$ cat config.mk
export PLATFORM = sky130hd
export DESIGN_NAME = vector_memory_unit
export DESIGN_NICKNAME = d
export VERILOG_FILES = /design/src/rtl/cpu_pkg.sv /design/src/rtl/lane_address_generator.sv /design/src/rtl/vector_memory_unit.sv
export SDC_FILE = /design/constraint.sdc
export NUM_CORES = 1
export LEC_CHECK = 0
export BUFFER_PORTS_ARGS = -buffer_cell sky130_fd_sc_hd__buf_2
export CORE_UTILIZATION = 60
export DETAILED_ROUTE_END_ITERATION = 16
export GPL_TIMING_DRIVEN = 0
export HOLD_SLACK_MARGIN = 0.03
export PLACE_DENSITY = 0.89
export REMOVE_ABC_BUFFERS = 1
export SLEW_MARGIN = 30
export SYNTH_ARGS = -nofsm -noshare
export SYNTH_HDL_FRONTEND = slang
export SYNTH_SLANG_ARGS = --single-unit
export TNS_END_PERCENT = 1
$ cat constraint.sdc
create_clock -name clock -period 9.1 [get_ports clock]
set_input_delay 0.91 -clock clock [delete_from_list [all_inputs] [get_ports clock]]
set_output_delay 0.91 -clock clock [all_outputs]
set_load 0.05 [all_outputs]
$ cat src/rtl/cpu_pkg.sv
// Shared memory-stage types: unit state encoding, lane geometry and lane slicing.
// No logic of its own; imported by the memory unit and the writeback unpacker.
// No flow control here; purely declarative.
package cpu_pkg;

    localparam int VECTOR_DATA_WIDTH = 8;
    localparam int VECTOR_SIZE       = 6;
    localparam int SCALAR_DATA_WIDTH = VECTOR_SIZE * VECTOR_DATA_WIDTH;
    localparam int LANE_INDEX_WIDTH  = $clog2(VECTOR_SIZE);

    typedef enum logic [2:0] {
        IDLE,
        STORE,
        LOAD,
        DRAIN,
        DONE
    } memUnitState_t;

    function automatic logic [VECTOR_DATA_WIDTH-1:0] laneSlice(
        input logic [SCALAR_DATA_WIDTH-1:0] vector,
        input logic [LANE_INDEX_WIDTH-1:0]  lane
    );
        return vector[lane*VECTOR_DATA_WIDTH +: VECTOR_DATA_WIDTH];
    endfunction

endpackage

$ cat src/rtl/lane_address_generator.sv
// Per-lane byte address accumulator: base on start, +stride (or +1) per step.
// Address and lane index are registered; a step is visible the cycle after.
// No backpressure; the caller simply withholds step.
module lane_address_generator
    import cpu_pkg::*;
#(
    parameter int ADDRESS_WIDTH = 48,
    parameter int LANE_COUNT    = VECTOR_SIZE
) (
    input  logic                        clock,
    input  logic                        reset,
    input  logic                        start,
    input  logic                        step,
    input  logic                        isVector,
    input  logic [ADDRESS_WIDTH-1:0]    base,
    input  logic [ADDRESS_WIDTH-1:0]    stride,
    output logic [ADDRESS_WIDTH-1:0]    laneAddress,
    output logic [LANE_INDEX_WIDTH-1:0] laneIndex,
    output logic                        laneLast
);

    logic [ADDRESS_WIDTH-1:0] increment;

    assign laneLast = (laneIndex == LANE_INDEX_WIDTH'(LANE_COUNT - 1));

    // Overflow past ADDRESS_WIDTH is dropped, giving the silent wrap.
    always_ff @(posedge clock or negedge reset) begin
        if (!reset) begin
            laneAddress <= '0;
            laneIndex   <= '0;
            increment   <= '0;
        end else if (start) begin
            laneAddress <= base;
            laneIndex   <= '0;
            increment   <= isVector ? stride : ADDRESS_WIDTH'(1);
        end else if (step) begin
            laneAddress <= laneAddress + increment;
            laneIndex   <= laneIndex + LANE_INDEX_WIDTH'(1);
        end
    end

endmodule

$ cat src/rtl/vector_memory_unit.sv
// Memory-stage load/store sequencer: one byte lane per cycle to a byte-wide sync memory.
// Store responds 7 cycles after acceptance, load 8 (6 lanes + drain + done).
// Accepts only in IDLE; stall stays high until the response pulse has passed.
module vector_memory_unit
    import cpu_pkg::*;
#(
    parameter int ADDRESS_WIDTH     = 48,
    parameter int VECTOR_DATA_WIDTH = cpu_pkg::VECTOR_DATA_WIDTH,
    parameter int VECTOR_SIZE       = cpu_pkg::VECTOR_SIZE,
    parameter int SCALAR_DATA_WIDTH = cpu_pkg::SCALAR_DATA_WIDTH
) (
    input  logic                         clock,
    input  logic                         reset,
    input  logic                         requestValid,
    output logic                         requestReady,
    input  logic                         isStore,
    input  logic                         isVector,
    input  logic [ADDRESS_WIDTH-1:0]     address,
    input  logic [ADDRESS_WIDTH-1:0]     stride,
    input  logic [SCALAR_DATA_WIDTH-1:0] storeData,
    output logic [ADDRESS_WIDTH-1:0]     memAddress,
    output logic                         memWriteEnable,
    output logic [VECTOR_DATA_WIDTH-1:0] memWriteData,
    input  logic [VECTOR_DATA_WIDTH-1:0] memReadData,
    output logic                         responseValid,
    output logic [SCALAR_DATA_WIDTH-1:0] loadData,
    output logic                         stall
);

    memUnitState_t                state;
    logic [SCALAR_DATA_WIDTH-1:0] dataReg;
    logic [LANE_INDEX_WIDTH-1:0]  laneIndex;
    logic                         laneLast;
    logic                         genStart;
    logic                         genStep;

    assign requestReady = (state == IDLE);
    assign stall        = (state != IDLE);
    assign genStart     = (state == IDLE) && requestValid;
    assign genStep      = ((state == STORE) || (state == LOAD)) && !laneLast;

    lane_address_generator #(
        .ADDRESS_WIDTH (ADDRESS_WIDTH),
        .LANE_COUNT    (VECTOR_SIZE)
    ) u_laneAddressGenerator (
        .clock       (clock),
        .reset       (reset),
        .start       (genStart),
        .step        (genStep),
        .isVector    (isVector),
        .base        (address),
        .stride      (stride),
        .laneAddress (memAddress),
        .laneIndex   (laneIndex),
        .laneLast    (laneLast)
    );

    // dataReg holds store lanes, or collects load lanes so loadData only moves on completion.
    always_ff @(posedge clock or negedge reset) begin
        if (!reset) begin
            state          <= IDLE;
            dataReg        <= '0;
            memWriteEnable <= 1'b0;
            memWriteData   <= '0;
            responseValid  <= 1'b0;
            loadData       <= '0;
        end else begin
            responseValid <= 1'b0;
            case (state)
                IDLE: begin
                    if (requestValid) begin
                        dataReg <= storeData;
                        if (isStore) begin
                            state          <= STORE;
                            memWriteEnable <= 1'b1;
                            memWriteData   <= storeData[VECTOR_DATA_WIDTH-1:0];
                        end else begin
                            state <= LOAD;
                        end
                    end
                end
                STORE: begin
                    if (laneLast) begin
                        state          <= DONE;
                        memWriteEnable <= 1'b0;
                        responseValid  <= 1'b1;
                    end else begin
                        memWriteData <= laneSlice(dataReg, laneIndex + LANE_INDEX_WIDTH'(1));
                    end
                end
                LOAD: begin
                    // Read data lags the presented address by one cycle.
                    if (laneIndex != '0) begin
                        dataReg[(int'(laneIndex) - 1)*VECTOR_DATA_WIDTH +: VECTOR_DATA_WIDTH] <= memReadData;
                    end
                    if (laneLast) begin
                        state <= DRAIN;
                    end
                end
                DRAIN: begin
                    loadData      <= {memReadData, dataReg[SCALAR_DATA_WIDTH-VECTOR_DATA_WIDTH-1:0]};
                    state         <= DONE;
                    responseValid <= 1'b1;
                end
                DONE: begin
                    state <= IDLE;
                end
                default: begin
                    state <= IDLE;
                end
            endcase
        end
    end

endmodule

==> impl_metrics.json <==
{
  "arrival_ns": 5.31,
  "initial_utilization_pct": 61.5,
  "postCtsSetupBuffers": 0,
  "syn_area_um2": 12000,
  "worstMarginPinSlew_ns": 0.943,
  "yosysWarnings": 0,
  "htreeDepth": 1,
  "period_needed_ns": 4.89,
  "dp_hpwl_um": 24900,
  "startpoint_type": "flip-flop",
  "viasPerCell": 6.35,
  "drv_cap": 0,
  "synth.area.top_cells": "dfrtp_1 43%, nand2_1 6.3%, ha_1 6.0%",
  "gp_congestion": 0.906,
  "io_pins": 265,
  "area_delta_synth_final_pct": 20.2,
  "synthXorXnorAreaFrac_pct": 2.91,
  "multi_input_area_um2": 6450,
  "yosysTopAreaCellShare_pct": 43.4,
  "clockBufferDepth": 3,
  "finalSetupViolCount": 0,
  "cpMaxStageDelayCell": "ha_1",
  "dieArea_um2": 20600,
  "portBuffers": 264,
  "fin_nets": 1748,
  "clock_latency_ns": 0.51,
  "stdcell_area_um2": 14400,
  "outcome": "finished clean",
  "wirelength_um": 36000,
  "synthAdderAreaFrac_pct": 6.21,
  "drc": 0,
  "synth_top_family_by_area": "compound AO/OA/AOI/OAI gates",
  "path_clk_slew_ns": 0.06,
  "r2r_end": "dataReg[25]",
  "ff2ff_setup_slack_ns": 4.21,
  "regArea_um2": 5210,
  "grt_remaining_overflow": 0,
  "cts.repair.resized": 0,
  "finalHoldViolCount": 0,
  "cp.required_ns": 9.52,
  "ys_types": 70,
  "cpPeakStageDelay_ns": 0.98,
  "num_rows": 51,
  "vias": 11500,
  "synth_top_cell_by_area": "dfrtp_1",
  "synth_cells": 1310,
  "max_slew_margin_pct": 36.9,
  "cts_made_buffers": 23,
  "fin_setup_tns_ns": 0,
  "design.core.area_um2": 19500,
  "synth_compound_area_share_pct": 20.4,
  "grt_util_all_layers_pct": 35.1,
  "dpl_cell_area_um2": 13600,
  "critPathCaptureType": "flip-flop",
  "root_buffer": "clkbuf_16",
  "routedWlPerCell_um": 19.8,
  "grt_max_degree": 77,
  "rsz0062_at_grt": "no",
  "cts_tree": "yes",
  "synth.avg_cell_area_um2": 9.16,
  "ys_async_sr_fraction_pct": 100,
  "yosys-mux-area-fraction_pct": 7.10,
  "cpMostUsedCell": "ha_1",
  "holdBufCountCts": 0,
  "nFillCells": 1420,
  "drive_gt1_share_pct": 25.8,
  "firstDrtPassIters": 5,
  "drtAntennaViolNets": 0,
  "worst-path-max-fanout": 29,
  "post-route-period-util_pct": 53.8,
  "finalClockSkew_ns": 0.00898,
  "dieHeight_um": 143,
  "synth_seq_area_share_pct": 43.4,
  "synthSimpleGateAreaFrac_pct": 16.6,
  "clock_sinks": 208,
  "ff2ff_path_depth": 11,
  "grt_pass1_vias": 11300,
  "drt_iter0_drc": 863,
  "finalMaxSlewViolations": 0,
  "fmax_mhz": 204,
  "cp_cell_sequence": "inv_1 -> ha_1 -> nand3_1 -> ha_1 -> or3_1 -> a21o_1 -> nor4_1 -> nand2_1 -> nor3_2 -> a22oi_1 -> a21oi_1",
  "synth-seq-cells": 208,
  "synthFlopType": "dfrtp_1",
  "critical_path_class": "flip-flop to flip-flop",
  "hp-class": "primary input to async pin",
  "crit-reg2reg-launch": "u_laneAddressGenerator.laneIndex[0]",
  "synth_edf_count": 0,
  "antenna_found_initial": 5,
  "grt_pass1_wl_um": 56700,
  "die_x_um": 143
}
## critical path, delay by kind of cell, from the launching register on
family | cells | cell delay (ns)
fa+ha+maj | 2 | 1.31
simple gates | 5 | 1.70
compound gates | 3 | 0.60
flops | 1 | 0.86
buf+inv | 1 | 0.31
## through the flow
step / std cells / util (%) / hold WS (ns) / worst slack (ns)
5_1_grt: 1814 / 73.9 / 0.398 / 3.89
2_1_floorplan: 1230 / - / 0.443 / 4.13
3_3_place_gp: 1759 / 68.3 / 0.457 / 1.31
4_1_cts: 1810 / 73.7 / 0.382 / 4.22
3_5_place_dp: 1771 / 69.8 / 0.461 / 4.23
6_report: 1815 / 73.9 / 0.355 / 4.21
## flip-flops by register name (all words and copies together) (netlist names)
register,cells
u_laneAddressGenerator.laneAddress,48
memWriteData,8
state,3
dataReg,48
u_laneAddressGenerator.laneIndex,3
loadData,48
responseValid,1
u_laneAddressGenerator.increment,48
memWriteEnable,1
## layout make-up
class	count	share of cell area, %
multi-input cells	997	44.7
repair buffers	277	10.9
well taps	265	2.30
inverters	25	0.650
clock inverters	3	0.451
diodes	4	0.0694
clock buffers	36	4.88
flip-flops and latches	208	36.1
## worst max path at each step
stage	end	start	slack, ns
finish	dataReg[25]	u_laneAddressGenerator.laneIndex[0]	4.21
global route	dataReg[25]	u_laneAddressGenerator.laneIndex[0]	3.89
CTS	dataReg[25]	u_laneAddressGenerator.laneIndex[0]	4.22
detailed placement	dataReg[31]	u_laneAddressGenerator.laneIndex[0]	4.23
global placement	u_laneAddressGenerator.laneAddress[28]	state[0]	1.31
floorplan	u_laneAddressGenerator.laneIndex[2]	state[0]	4.13
## cells by family after synthesis
kind of cell,after synthesis
fa+ha+maj,59
compound gates,388
buf+inv,105
xor+xnor,39
flops,208
simple gates,442
mux,69
## metal layers
layer / part of all wire [%] / global-route usage (%) / vias up / wire (µm)
li1: - / - / 5198 / -
met1: 38 / 41.5 / 5594 / 13800
met2: 48 / 59.9 / 590 / 17200
met3: 7.9 / 6.60 / 150 / 2850
met4: 5.9 / 20.4 / 0 / 2140
met5: 0 / 0 / - / 0
## Yosys cell counts (3+ instances only)
master	n
dfrtp_1	208
nand2_1	201
a21oi_1	129
nor2_1	84
nand3_1	73
o21ai_0	65
ha_1	58
clkbuf_1	57
mux2_2	49
a22oi_1	41
o22ai_1	35
a21o_1	28
inv_1	25
xnor2_1	21
xor2_1	17
buf_1	15
and3_1	13
nor3_1	13
mux2i_1	12
a31oi_1	11
a211oi_1	9
nand4_1	9
o311ai_0	9
or3_1	9
mux4_2	8
buf_2	7
o21a_1	7
o21bai_1	7
nor4_1	6
o211ai_1	6
o31ai_1	6
a31o_2	5
nor2b_1	5
or2_2	5
a311oi_1	3
and2_1	3
and4_1	3
nand2b_1	3
o2111ai_1	3
## cells in the final DEF (no fill, tap or decap), drive strengths merged, types with 36 or more instances in the layout
cell type,n
a21oi,132
a22oi,41
buf,277
clkbuf,36
dfrtp,208
ha,58
mux2,49
nand2,201
nand3,73
nor2,84
o21ai,67
Power is left out: the tool's default activity adds up to more than one toggle a clock period on the data nets, which glitch-free logic cannot reach.
